--- config.mk ---
export PLATFORM = sky130hd
export DESIGN_NAME = minterm_sweeper
export DESIGN_NICKNAME = d
export VERILOG_FILES = /design/src/rtl/minterm_pkg.sv /design/src/rtl/minterm_capture.sv /design/src/rtl/minterm_sweeper.sv
export SDC_FILE = /design/constraint.sdc
export NUM_CORES = 1
export LEC_CHECK = 0
export CELL_PAD_IN_SITES_DETAIL_PLACEMENT = 1
export CELL_PAD_IN_SITES_GLOBAL_PLACEMENT = 2
export CORE_MARGIN = 3
export CORE_UTILIZATION = 31
export CTS_BUF_LIST = sky130_fd_sc_hd__clkbuf_8
export DETAILED_ROUTE_END_ITERATION = 7
export GPL_TIMING_DRIVEN = 0
export PLACE_DENSITY_LB_ADDON = 0.1
export SLEW_MARGIN = 40
export SYNTH_ARGS = -nofsm -noshare
export SYNTH_HDL_FRONTEND = slang
export SYNTH_HIERARCHICAL = 1
export SYNTH_SLANG_ARGS = --single-unit
export TNS_END_PERCENT = 30
--- constraint.sdc ---
create_clock -name clk -period 2 [get_ports clk]
set_input_delay 0.4 -clock clk [delete_from_list [all_inputs] [get_ports clk]]
set_output_delay 0.4 -clock clk [all_outputs]
set_load 0.005 [all_outputs]
--- src/rtl/minterm_pkg.sv ---
// Shared types and constants for the F1/F2 minterm sweeper and its bench.
// Expected truth tables are indexed by ABCD, so bit i is the response to vector i.
package minterm_pkg;

    typedef enum logic [1:0] {
        IDLE  = 2'd0,
        RUN   = 2'd1,
        CHECK = 2'd2
    } state_t;

    // F1 = B' + A'D'      -> minterms 0,1,2,3,4,6,8,9,10,11
    localparam logic [15:0] F1_MINTERMS = 16'h0F5F;
    // F2 = BD + CD + AB'D' -> minterms 3,5,7,8,10,11,13,15
    localparam logic [15:0] F2_MINTERMS = 16'hADA8;

    localparam logic [3:0] LAST_VEC = 4'hF;

endpackage

--- src/rtl/minterm_capture.sv ---
// 16-entry single-bit capture register: one truth-table signature.
// Reset and clear both empty it; clear wins over a write in the same cycle.
module minterm_capture (
    input  logic        clk,
    input  logic        rst,
    input  logic        clear,
    input  logic        wr_en,
    input  logic [3:0]  wr_idx,
    input  logic        bit_in,
    output logic [15:0] sig
);

    always_ff @(posedge clk) begin
        if (rst || clear) begin
            sig <= '0;
        end else if (wr_en) begin
            sig[wr_idx] <= bit_in;
        end
    end

endmodule

--- src/rtl/minterm_sweeper.sv ---
// Drives ABCD = 0..15 into a 4-input circuit, captures F1/F2 into signatures
// and compares them with the expected minterm masks.
module minterm_sweeper
    import minterm_pkg::*;
#(
    parameter int unsigned SETTLE = 1,
    parameter logic [15:0] EXP_F1 = F1_MINTERMS,
    parameter logic [15:0] EXP_F2 = F2_MINTERMS
) (
    input  logic        clk,
    input  logic        rst,
    input  logic        start,
    output logic        A,
    output logic        B,
    output logic        C,
    output logic        D,
    input  logic        f1_in,
    input  logic        f2_in,
    output logic        busy,
    output logic        done,
    output logic        pass,
    output logic [15:0] f1_sig,
    output logic [15:0] f2_sig,
    output logic [15:0] f1_mismatch,
    output logic [15:0] f2_mismatch,
    output state_t      fsm_state
);

    localparam logic [3:0] SETTLE_CNT = 4'(SETTLE);

    state_t     state;
    logic [3:0] idx;
    logic [3:0] cnt;
    logic [3:0] vec;
    logic       sample;
    logic       sig_clear;

    // start is a request with no ready: it is accepted only on an edge where
    // the state is IDLE, and busy high means any start is dropped, not queued.
    assign sig_clear = (state == IDLE) && start;
    assign sample    = (state == RUN) && (cnt == SETTLE_CNT);

    minterm_capture u_f1_cap (
        .clk    (clk),
        .rst    (rst),
        .clear  (sig_clear),
        .wr_en  (sample),
        .wr_idx (idx),
        .bit_in (f1_in),
        .sig    (f1_sig)
    );

    minterm_capture u_f2_cap (
        .clk    (clk),
        .rst    (rst),
        .clear  (sig_clear),
        .wr_en  (sample),
        .wr_idx (idx),
        .bit_in (f2_in),
        .sig    (f2_sig)
    );

    always_ff @(posedge clk) begin
        if (rst) begin
            state       <= IDLE;
            idx         <= '0;
            cnt         <= '0;
            vec         <= '0;
            busy        <= 1'b0;
            done        <= 1'b0;
            pass        <= 1'b0;
            f1_mismatch <= '0;
            f2_mismatch <= '0;
        end else begin
            done <= 1'b0;
            case (state)
                IDLE: begin
                    if (start) begin
                        state <= RUN;
                        idx   <= '0;
                        cnt   <= '0;
                        vec   <= '0;
                        busy  <= 1'b1;
                    end
                end
                RUN: begin
                    if (cnt == SETTLE_CNT) begin
                        cnt <= '0;
                        // idx parks at the last vector; the stimulus returns to 0
                        if (idx == LAST_VEC) begin
                            state <= CHECK;
                            vec   <= '0;
                        end else begin
                            idx <= idx + 4'd1;
                            vec <= idx + 4'd1;
                        end
                    end else begin
                        cnt <= cnt + 4'd1;
                    end
                end
                CHECK: begin
                    f1_mismatch <= f1_sig ^ EXP_F1;
                    f2_mismatch <= f2_sig ^ EXP_F2;
                    pass        <= (f1_sig == EXP_F1) && (f2_sig == EXP_F2);
                    done        <= 1'b1;
                    busy        <= 1'b0;
                    state       <= IDLE;
                end
                default: begin
                    state <= IDLE;
                end
            endcase
        end
    end

    assign {A, B, C, D} = vec;
    assign fsm_state    = state;

endmodule

-- Word-level counts from Yosys, hierarchy flattened
Cells that the tools add are included.
- reductions and logical operators: 13
- order comparisons: 2
- $add $sub $neg: 2
- eq/ne operators: 10
- muxes and demuxes: 20
- bitwise gates (word level): 2
- operators with widths (kind ; count):
    $bwmux 16 ; 2
    $mux 4 ; 6
    $pmux 4 s2 ; 3
    $eq 16x12->1 const B ; 1
    $eq 16x16->1 const B ; 1
    $not 10->10 ; 1
    $add 4x1->4 const B ; 2
    $not 8->8 ; 1
    $mux 2 ; 3
    $reduce_and 3->1 ; 2
    $lt 4x5->1 const B ; 1
    $demux 1 s4 ; 1
    $eq 4x1->1 const B ; 1
    $eq 4x4->1 const B ; 1
    $ge 4x1->1 const B ; 1
    $logic_and 1x1->1 ; 4
    $ne 2x1->1 const B ; 2
    $ne 2x2->1 const B ; 2
    $pmux 2 s2 ; 1
    $reduce_and 2->1 ; 2
    $reduce_and 4->1 ; 1
    $reduce_bool 2->1 ; 2
    $mux 1 ; 3
    $eq 2x1->1 const B ; 1
    other kinds (4) ; 4
- register bits: 81
- input bits: 5
- logic and storage cells: 60

-- Logic depth before layout (Yosys ltp)
- depth after elaboration: 5
- gate-level depth with buffers: 7

-- Modules after synthesis
The synthesis kept the hierarchy.
- by module, submodules not included (module ; sequential area each (µm²) ; cells an instance ; area each (µm²) ; instances):
    minterm_sweeper ; 980.9 ; 218 ; 1910.6 ; 1
    minterm_capture (u_f1_cap) ; 320.3 ; 77 ; 742.0 ; 1
    minterm_capture (u_f2_cap) ; 320.3 ; 76 ; 730.7 ; 1

-- Least setup slack after synthesis
OpenSTA, ideal clock, no wires.
- path kind: register -> register
- from: register cnt[0]
- to: register u_f2_cap.sig[3]
- stages on the path, launching flop included: 7
- required time: 1.881 ns
- library setup time: 0.119 ns
- slack: 0.136 ns
- data arrival time: 1.745 ns
- period minus slack after synthesis: 1.864 ns
- cell sequence: dfxtp_1 ha_1 or3b_4 nor2_1 nor3b_2 nand3_1 mux2i_1
- longest elaborated chain between the ends: 2
- ends and longest elaborated chain (item ; RTL line ; source):
    start, declared ; minterm_sweeper.sv:33 ; logic [3:0] cnt;
    start signal, assigned ; minterm_sweeper.sv:98 ; cnt <= cnt + 4'd1;
    $eq 4x1->1 ; minterm_sweeper.sv:41 ; assign sample = (state == RUN) && (cnt == SETTLE_CNT);
    $logic_and 1x1->1 ; minterm_sweeper.sv:41 ;
    named net sample ; minterm_sweeper.sv:35 ; logic sample;
    end signal, assigned by index ; minterm_capture.sv:17 ; sig[wr_idx] <= bit_in;
    end, declared ; minterm_capture.sv:10 ; output logic [15:0] sig
The timed path passes the listed nets, and every way through them passes these cells.
A chain may end at the register's enable or synchronous reset.

-- Worst setup path after layout
- from: register cnt[1]
- to: register u_f2_cap.sig[12]
Same word-level chain as after synthesis.

==> metrics.txt <==
status=completed; Critical Path Source Type=flop; P_sw=686 µW; Top Ports=78; Setup-failing EPs final=0; crit path kind=reg -> reg; drt total wl=between 9000 and 10,000 µm; DP HPWL=7000 µm; Layout area overhead=34.8%; Detail Route Antenna Nets=0; share of cells above drive strength 1=0.103; Worst R2R Path Depth=8; die area=between 10,000 and 15,000 µm²; DR vias/cell=4.93; CTS Root Cell=clkbuf_8; Gate Count Post-Synth=371; port bufs=77; fin. max-slew vios=0; syn avg cell area=9.12 µm²; Sw Share=0.234; leading area contributor after synthesis=dfxtp_1; period utilization=0.966; CP Data Arrival Time=2150 ps; max-cap violations=0; register share of total power=0.557; Post-Syn Area=3380 µm²; count leader, synth=dfxtp_1; Die Span X=110 µm; CTS tree=yes; clock transition at the registers of the reported paths=80 ps; Synth Register Bits=81; Net Count, Synth=379; initial antenna violation count=0; clock latency on the worst-skew pair=340 ps; Inserted Clock Buffers=9; RSZ-0062 raised after global routing=yes; first-pass GRT wire length=between 15,000 and 20,000 µm; vias=2,960; Internal Power=2240 µW; htree depth=3; Final Hold Vio Count=0; final hold slack=461 ps; vias in the first global route=3,103; initial DRC count=84; setup TNS=0 ps; yosys warns=6; gr usage total=0.161; Initial Utilization=0.323; Unique masters post-synth=45; register area share after synthesis=0.479; global route overflow=0; Power per Cell Area=642 nW/µm²; Worst-Margin Slew=roughly 820 ps; min Tclk post-route=1930 ps; Max Fclk=517 MHz; critical path fanouts, max=5; Slew headroom=0.450; Leakage=0.00174 µW; maximum vdd drop=0.364 mV; row count=37; CORE AREA=10,500 µm²; Final nets=469; power share of the clock group=0.392; Crit. End Element=flop; top cell type's share of synthesized area=0.479; drc violations=0; wire length per cell=between 15 and 20 µm; synth cell count leaders=dfxtp_1, nand2_1, mux2i_1; Final GP Congestion=0.787; type of the most critical hold path=reg -> reg; hold path depth=2; clock sinks=81; Die Ht=approximately 110 µm; Pre-Repair DR Iteration Count=4; synth top area cells=dfxtp_1, mux2i_1, nand2_1; Synth Flop Type=dfxtp_1; logic gate share of total power=0.051; largest net degree at the start of global routing=22; Post-synth EDFFs=0; Critical Path RT=2220 ps; async set-reset flop share out of synthesis=0; Ant. Diodes=0; CTS Buffer Depth=2; Worst Skew=11.3 ps
==> state kept, by name, indices dropped and copies added (netlist names) <==
signal,flops
busy,1
cnt,4
done,1
f1_mismatch,16
f2_mismatch,16
fsm_state,2
idx,4
pass,1
u_f1_cap/sig,16
u_f2_cap/sig,16
vec,4
==> final cells by class <==
class / instances / area, µm²
fill: 1235 / 5900
tap: 136 / 170
clock buffer: 9 / 124
clock inverter: 6 / 60.1
inverter: 6 / 22.5
timing repair buffer: 79 / 798
multi-input combinational: 266 / 1650
buffer: 18 / 114
sequential: 81 / 1630
==> cells by family (layout without fill, tap and decap cells) <==
| kind of cell | count (synthesis) | after routing | share of synthesized area |
|---|---|---|---|
| XOR/XNOR | 1 | 1 | 0.00259 |
| flip-flops | 81 | 81 | 0.479 |
| multiplexers | 34 | 34 | 0.101 |
| AND/OR/NAND/NOR | 173 | 173 | 0.261 |
| adder cells (fa/ha/maj) | 3 | 3 | 0.0111 |
| AO/OA/AOI/OAI | 55 | 55 | 0.105 |
| buffers and inverters | 24 | 118 | 0.0403 |
==> cells in the final DEF, fill, tap and decap left out, drive strengths merged, types with 2 or more instances in the layout <==
| master | count |
|---|---|
| nand2 | 82 |
| dfxtp | 81 |
| clkdlybuf4s50 | 77 |
| mux2i | 34 |
| nor2 | 32 |
| a21oi | 24 |
| clkbuf | 21 |
| a211oi | 20 |
| nand3 | 16 |
| buf | 8 |
| nand4 | 7 |
| inv | 6 |
| and2b | 5 |
| a21o | 4 |
| nor3b | 4 |
| nor2b | 3 |
| nor4 | 3 |
| ha | 3 |
| clkinv | 3 |
| nand2b | 3 |
| nor3 | 3 |
| and3b | 3 |
| nor4b | 2 |
| o21ai | 2 |
| a32o | 2 |
| clkinvlp | 2 |
| nand3b | 2 |
| or3 | 2 |
| and3 | 2 |
==> repair_timing <==
action | CTS | global route
setup endpoints to repair | 32 | 14
gates resized for setup | 4 | 3
setup buffers | 0 | 2
pin swaps | 0 | 1
hold buffers | 0 | 0
hold endpoints to repair | 0 | 0
==> routing by layer <==
| layer | routed length (µm) | global-route usage | up-vias | share of wire |
|---|---|---|---|---|
| li1 | - | - | 1461 | - |
| met1 | 4620 | 0.214 | 1428 | 0.48 |
| met2 | 4480 | 0.264 | 63 | 0.47 |
| met3 | 369 | 0.0362 | 8 | 0.039 |
| met4 | 104 | 0.0427 | 0 | 0.011 |
| met5 | 0 | 0 | - | 0 |
==> worst paths after layout <==
kind	to	slack, ps	start
max reg2reg	u_f2_cap/sig[12]$_SDFFE_PP0P_	70	cnt[1]$_SDFFE_PP0P_
max	u_f2_cap/sig[12]$_SDFFE_PP0P_	70	cnt[1]$_SDFFE_PP0P_
min	pass$_SDFFE_PP0P_	460	pass$_SDFFE_PP0P_
min reg2reg	pass$_SDFFE_PP0P_	460	pass$_SDFFE_PP0P_
==> metrics by stage <==
step / power [µW] / cell area, µm² / setup WS, ps / instances / utilization
after floorplan: 1760 / 3380 / 136 / 371 / -
after global placement: 1810 / 4320 / -332 / 584 / 0.413
after detailed placement: 1810 / 4320 / -341 / 584 / 0.413
after CTS: 2980 / 4520 / 23.9 / 599 / 0.432
after global routing: 3070 / 4560 / -39.6 / 601 / 0.436
final: 2930 / 4560 / 67.0 / 601 / 0.436
==> power groups by stage <==
stage	clock [µW]	combinational, µW	sequential, µW
after detailed placement	0	146	1670
after global placement	0	145	1670
after CTS	1200	149	1630
after floorplan	0	92.8	1660
after global routing	1270	167	1630
final	1150	150	1630
==> critical path, stage by stage (launching register included) <==
cell	delay (ps)
dfxtp_2	340
inv_1	50
ha_1	150
or3b_4	420
nor2_4	170
buf_4	150
nor3b_2	240
nand3_1	130
mux2i_1	160
No activity file was read; power rests on OpenSTA's default activity.
